<file path="src/rtl/signed_peak_tracker.sv">
// signed_peak_tracker: per-window signed max/min/tie tracker with valid/ready handshakes on both sides.
// Optional macro PEAK_TRACKER_IDX_EN adds max_idx/min_idx (first-occurrence in-window positions).
//
// state | meaning
// IDLE  | no sample in the current window
// ACC   | 1..WINDOW-1 samples accumulated
// DONE  | window result presented on the outputs, waiting for out_ready

module signed_peak_tracker #(
    parameter int WIDTH  = 8,
    parameter int WINDOW = 16
) (
    input  logic                    clk,
    input  logic                    rst_n,
    input  logic                    clear,
    input  logic                    in_valid,
    input  logic signed [WIDTH-1:0] in_data,
    output logic                    in_ready,
    output logic                    out_valid,
    input  logic                    out_ready,
    output logic signed [WIDTH-1:0] max_out,
    output logic signed [WIDTH-1:0] min_out,
    output logic [7:0]              max_ties
`ifdef PEAK_TRACKER_IDX_EN
    ,
    output logic [7:0]              max_idx,
    output logic [7:0]              min_idx
`endif
);

    localparam int CW = $clog2(WINDOW + 1);

    typedef enum logic [1:0] {
        IDLE,
        ACC,
        DONE
    } state_t;

    state_t state_q, state_d;

    logic [CW-1:0]           count_q, count_d;
    logic signed [WIDTH-1:0] cur_max_q, cur_max_d;
    logic signed [WIDTH-1:0] cur_min_q, cur_min_d;
    logic [7:0]              cur_ties_q, cur_ties_d;
    logic signed [WIDTH-1:0] del_max_q, del_max_d;
    logic signed [WIDTH-1:0] del_min_q, del_min_d;
    logic [7:0]              del_ties_q, del_ties_d;
`ifdef PEAK_TRACKER_IDX_EN
    logic [7:0]              cur_max_idx_q, cur_max_idx_d;
    logic [7:0]              cur_min_idx_q, cur_min_idx_d;
    logic [7:0]              del_max_idx_q, del_max_idx_d;
    logic [7:0]              del_min_idx_q, del_min_idx_d;
`endif

    logic                    accept;
    logic                    last_sample;
    logic signed [WIDTH:0]   diff_max;
    logic signed [WIDTH:0]   diff_min;
    logic                    gt_max;
    logic                    eq_max;
    logic                    lt_min;

    assign in_ready    = (state_q != DONE);
    assign out_valid   = (state_q == DONE);
    assign accept      = in_valid && in_ready;
    assign last_sample = (count_q == CW'(WINDOW - 1));

    // One extra bit keeps e.g. 127 - (-128) from wrapping into a negative result.
    assign diff_max = {in_data[WIDTH-1], in_data} - {cur_max_q[WIDTH-1], cur_max_q};
    assign diff_min = {in_data[WIDTH-1], in_data} - {cur_min_q[WIDTH-1], cur_min_q};
    assign gt_max   = (diff_max > 0);
    assign eq_max   = (in_data == cur_max_q);
    assign lt_min   = (diff_min < 0);

    // While presenting, show the live window result; otherwise the last one actually consumed.
    assign max_out  = out_valid ? cur_max_q  : del_max_q;
    assign min_out  = out_valid ? cur_min_q  : del_min_q;
    assign max_ties = out_valid ? cur_ties_q : del_ties_q;
`ifdef PEAK_TRACKER_IDX_EN
    assign max_idx  = out_valid ? cur_max_idx_q : del_max_idx_q;
    assign min_idx  = out_valid ? cur_min_idx_q : del_min_idx_q;
`endif

    always_comb begin
        state_d    = state_q;
        count_d    = count_q;
        cur_max_d  = cur_max_q;
        cur_min_d  = cur_min_q;
        cur_ties_d = cur_ties_q;
        del_max_d  = del_max_q;
        del_min_d  = del_min_q;
        del_ties_d = del_ties_q;
`ifdef PEAK_TRACKER_IDX_EN
        cur_max_idx_d = cur_max_idx_q;
        cur_min_idx_d = cur_min_idx_q;
        del_max_idx_d = del_max_idx_q;
        del_min_idx_d = del_min_idx_q;
`endif
        if (clear) begin
            state_d = IDLE;
            count_d = '0;
        end else begin
            case (state_q)
                IDLE: begin
                    if (accept) begin
                        cur_max_d  = in_data;
                        cur_min_d  = in_data;
                        cur_ties_d = 8'd1;
                        count_d    = CW'(1);
`ifdef PEAK_TRACKER_IDX_EN
                        cur_max_idx_d = 8'd0;
                        cur_min_idx_d = 8'd0;
`endif
                        state_d    = ACC;
                    end
                end
                ACC: begin
                    if (accept) begin
                        if (gt_max) begin
                            cur_max_d  = in_data;
                            cur_ties_d = 8'd1;
`ifdef PEAK_TRACKER_IDX_EN
                            cur_max_idx_d = 8'(count_q);
`endif
                        end else if (eq_max) begin
                            cur_ties_d = cur_ties_q + 8'd1;
                        end
                        if (lt_min) begin
                            cur_min_d = in_data;
`ifdef PEAK_TRACKER_IDX_EN
                            cur_min_idx_d = 8'(count_q);
`endif
                        end
                        count_d = count_q + CW'(1);
                        if (last_sample) begin
                            state_d = DONE;
                        end
                    end
                end
                DONE: begin
                    if (out_ready) begin
                        del_max_d  = cur_max_q;
                        del_min_d  = cur_min_q;
                        del_ties_d = cur_ties_q;
`ifdef PEAK_TRACKER_IDX_EN
                        del_max_idx_d = cur_max_idx_q;
                        del_min_idx_d = cur_min_idx_q;
`endif
                        count_d    = '0;
                        state_d    = IDLE;
                    end
                end
                default: begin
                    state_d = IDLE;
                    count_d = '0;
                end
            endcase
        end
    end

    always_ff @(posedge clk or negedge rst_n) begin
        if (!rst_n) begin
            state_q    <= IDLE;
            count_q    <= '0;
            cur_max_q  <= '0;
            cur_min_q  <= '0;
            cur_ties_q <= '0;
            del_max_q  <= '0;
            del_min_q  <= '0;
            del_ties_q <= '0;
`ifdef PEAK_TRACKER_IDX_EN
            cur_max_idx_q <= '0;
            cur_min_idx_q <= '0;
            del_max_idx_q <= '0;
            del_min_idx_q <= '0;
`endif
        end else begin
            state_q    <= state_d;
            count_q    <= count_d;
            cur_max_q  <= cur_max_d;
            cur_min_q  <= cur_min_d;
            cur_ties_q <= cur_ties_d;
            del_max_q  <= del_max_d;
            del_min_q  <= del_min_d;
            del_ties_q <= del_ties_d;
`ifdef PEAK_TRACKER_IDX_EN
            cur_max_idx_q <= cur_max_idx_d;
            cur_min_idx_q <= cur_min_idx_d;
            del_max_idx_q <= del_max_idx_d;
            del_min_idx_q <= del_min_idx_d;
`endif
        end
    end

endmodule

</file>
<file path="config.mk">
export PLATFORM = sky130hd
export DESIGN_NAME = signed_peak_tracker
export DESIGN_NICKNAME = d
export VERILOG_FILES = /design/src/rtl/signed_peak_tracker.sv
export SDC_FILE = /design/constraint.sdc
export NUM_CORES = 1
export LEC_CHECK = 0
export CAP_MARGIN = 25
export CORE_MARGIN = 3
export CORE_UTILIZATION = 50
export CTS_CLUSTER_SIZE = 24
export DETAILED_ROUTE_END_ITERATION = 7
export HOLD_SLACK_MARGIN = 0.08
export PLACE_DENSITY = 0.72
export SYNTH_ARGS = -nofsm -noshare
export SYNTH_HDL_FRONTEND = slang
export SYNTH_SLANG_ARGS = --single-unit
</file>
<file path="constraint.sdc">
create_clock -name clk -period 3 [get_ports clk]
set_clock_uncertainty 0.1 [all_clocks]
set_input_delay 0.6 -clock clk [delete_from_list [all_inputs] [get_ports clk]]
set_output_delay 0.6 -clock clk [all_outputs]
set_load 0.005 [all_outputs]
</file>
==> results of run 1 <==
## sequential cells by signal, indices dropped and copies added (netlist names)
| signal | count |
|---|---|
| state_q | 2 |
| count_q | 5 |
| del_max_q | 8 |
| cur_min_q | 8 |
| cur_max_q | 8 |
| del_min_q | 8 |
| del_ties_q | 8 |
| cur_ties_q | 8 |
## metrics by stage
step                      cell area, sq um  cells  utilization  hold slack (ns)  worst slack [ns]
after floorplan                       3440    340            -            0.204            0.0124
after global placement                4160    480        0.640            0.360            -0.525
after detailed placement              4160    480        0.640            0.367            -0.626
after CTS                             4260    489        0.657            0.344           0.00753
after global routing                  4310    489        0.663            0.367          -0.00588
final                                 4310    489        0.663            0.313            0.0797
## power groups by stage
| stage | logic [mW] | clock network, mW | registers (mW) |
|---|---|---|---|
| after floorplan | 0.536 | 0 | 0.890 |
| after global placement | 0.785 | 0 | 0.909 |
| after detailed placement | 0.808 | 0 | 0.912 |
| after CTS | 0.822 | 0.441 | 0.897 |
| after global routing | 0.950 | 0.471 | 0.911 |
| final | 0.866 | 0.442 | 0.898 |
## cell families after synthesis
family          count (synthesis)
xor+xnor                        8
mux                            44
buf+inv                        38
fa+ha+maj                      19
simple gates                  105
compound gates                 71
flops                          55
## what timing repair did
| action | 4_1_cts | 5_1_grt |
|---|---|---|
| pin swaps | 3 | 5 |
| setup buffers | 1 | 0 |
| resized for setup | 3 | 11 |
| setup endpoints to repair | 12 | 9 |
## worst paths after layout
| kind | start | end | slack (ns) | depth (start not counted) |
|---|---|---|---|---|
| max | in_data[4] | cur_max_q[7]$_DFFE_PN0P_ | 0.08 | 10 |
| min | rst_n | cur_min_q[5]$_DFFE_PN0P_ | 0.31 | 2 |
| max reg2reg | cur_max_q[0]$_DFFE_PN0P_ | cur_max_q[7]$_DFFE_PN0P_ | 0.27 | 10 |
| min reg2reg | count_q[4]$_DFFE_PN0P_ | count_q[4]$_DFFE_PN0P_ | 0.39 | 2 |
| max in group asynchronous | rst_n | del_ties_q[7]$_DFFE_PN0P_ | 2.03 | 2 |
| min in group clk | count_q[4]$_DFFE_PN0P_ | count_q[4]$_DFFE_PN0P_ | 0.39 | 2 |
## final cells by class
| class | instances | area share |
|---|---|---|
| clock inverter | 3 | 0.00552 |
| timing repair buffer | 81 | 0.162 |
| multi-input combinational | 247 | 0.456 |
| clock buffer | 5 | 0.0160 |
| inverter | 21 | 0.0183 |
| sequential | 55 | 0.319 |
| tap | 77 | 0.0224 |
## cells in the mapped netlist, types with 12 or more instances
cell type,count
and2_1,12
clkbuf_1,12
dfrtp_1,55
ha_1,18
inv_1,21
mux2_2,36
nand2_1,33
nand3_1,15
nor2_1,12
o21ai_0,21
## routing by layer
layer | part of all wire | vias to the layer above | track usage
li1 | - | 1380 | -
met1 | 0.47 | 1374 | 0.306
met4 | 0.013 | 0 | 0.0447
met2 | 0.47 | 84 | 0.353
met5 | 0 | - | 0
met3 | 0.049 | 12 | 0.0369
## critical path, stage by stage
cell and delay, ns:
clkdlybuf4s50_1 0.44, ha_1 0.32, buf_4 0.14, and3_1 0.17, a221oi_4 0.31, xnor2_2 0.17, nor4_4 0.06, a211oi_2 0.31
buf_4 0.18, mux2_2 0.33
==> impl_metrics.env, run 1 <==
export IMPL_synth_xor_xnor_area_share=0.0204
export IMPL_clock_sinks=55
export IMPL_cp_max_fo=3
export IMPL_async_reset_ff_frac=1.00
export IMPL_wl_per_cell_um=16.6
export IMPL_worst_setup_path_end_kind="register"
export IMPL_hold_path_class="in2async"
export IMPL_drc=0
export IMPL_synthAdderAreaFrac=0.0713
export IMPL_synth_cell_types=48
export IMPL_postSynthAreaPerCell_sq_um=10.1
export IMPL_start_util=0.530
export IMPL_worst_pin_slew_ns=0.718
export IMPL_ant_nets=0
export IMPL_vias=2850
export IMPL_drtPass1Iterations=7
export IMPL_muxShareOfSynthArea=0.150
export IMPL_hold_violations=0
export IMPL_grt_overflow_total=0
export IMPL_core_area_sq_mm=0.00649
export IMPL_status="finished, final reports clean"
export IMPL_worstSetupPathType="in2reg"
export IMPL_p_comb_frac=0.393
export IMPL_synth_seq_area_share=0.400
export IMPL_io_pins=39
export IMPL_synthToLayoutAreaGrowth_pct=25.3
export IMPL_syn_num_nets=372
export IMPL_multi_input_area_sq_mm=0.00197
export IMPL_routed_wl_um=8120
export IMPL_drt_iter0_markers=138
export IMPL_portBuffers=38
export IMPL_synth_seq_cells=55
export IMPL_final_common_cell="dfrtp_1"
export IMPL_fin_total_pwr_mw=2.21
export IMPL_max_slew_margin_rel=0.521
export IMPL_synth_top_area_frac=0.400
export IMPL_fill_cells=534
export IMPL_clock_power_share=0.200
export IMPL_synth_area_leaders="dfrtp_1, mux2_2, ha_1"
export IMPL_grt_max_degree=56
export IMPL_leakagePower_nw=2.03
export IMPL_irDropWorstVdd_v=0.000391
export IMPL_worstSkewPairLatency_ns=0.32
export IMPL_fp_row_count=29
export IMPL_yosysTopAreaCell="dfrtp_1"
export IMPL_internal_power_mw=1.40
export IMPL_cts_tree="built"
export IMPL_fin_crit_ns=2.92
export IMPL_synth_top_flop_cell="dfrtp_1"
export IMPL_cts_inserted_buffers=5
export IMPL_seqPwrFrac=0.407
export IMPL_cts_hold_buf=0
export IMPL_fin_crit_sh=0.973
export IMPL_critPathLaunchType="input port"
export IMPL_grt_usage=0.216
export IMPL_maxCapViolations=0
export IMPL_finalMaxSlewViolations=0
export IMPL_drt_vias_per_instance=5.83
export IMPL_gp_congestion=0.834
export IMPL_hpwl_um=5900
export IMPL_fin_nets=443
export IMPL_antenna_found_initial=0
export IMPL_grt_pass1_wl_um=13300
export IMPL_swShare=0.364
export IMPL_synthSimpleGateAreaFrac=0.163
export IMPL_syn_area_sq_mm=0.00344
export IMPL_synth_edf_count=0
export IMPL_power_net_switching_mw=0.804
export IMPL_fin_setup_tns_ns=0
export IMPL_synth_top_family_by_area="simple AND/OR/NAND/NOR gates"
export IMPL_antennaDiodeCount=0
export IMPL_dieArea_sq_mm=0.00791
export IMPL_power_density_mw_per_mm2=512
export IMPL_setup_viol=0
export IMPL_die_w_um=88.9
export IMPL_syn_inst=340
export IMPL_critPathRequiredTime_ns=3.12
export IMPL_synth_compound_area_share=0.151
export IMPL_drive_above_1_share=0.257
export IMPL_root_buffer="clkbuf_8"
export IMPL_die_h_um=88.9
export IMPL_mostFrequentLayoutCells="dfrtp_1, buf_4, mux2_2"
export IMPL_cts_max_level=2
export IMPL_clkTransAtPathRegs_ns=0.11
export IMPL_seq_area_sq_mm=0.00138
export IMPL_cp_arrival_ns=3.04
export IMPL_synth_warnings=0
export IMPL_clockBufferDepth=2
export IMPL_grt_pass1_vias=2748
export IMPL_fmax_mhz=342
No activity file was read; power rests on OpenSTA's default activity.
==> run 2, diff against run 1 <==
SKIP_LAST_GASP = 1   (was default)
==> results of run 2 <==
Same layout as run 1: the final DEF is identical, and so are final timing and power.
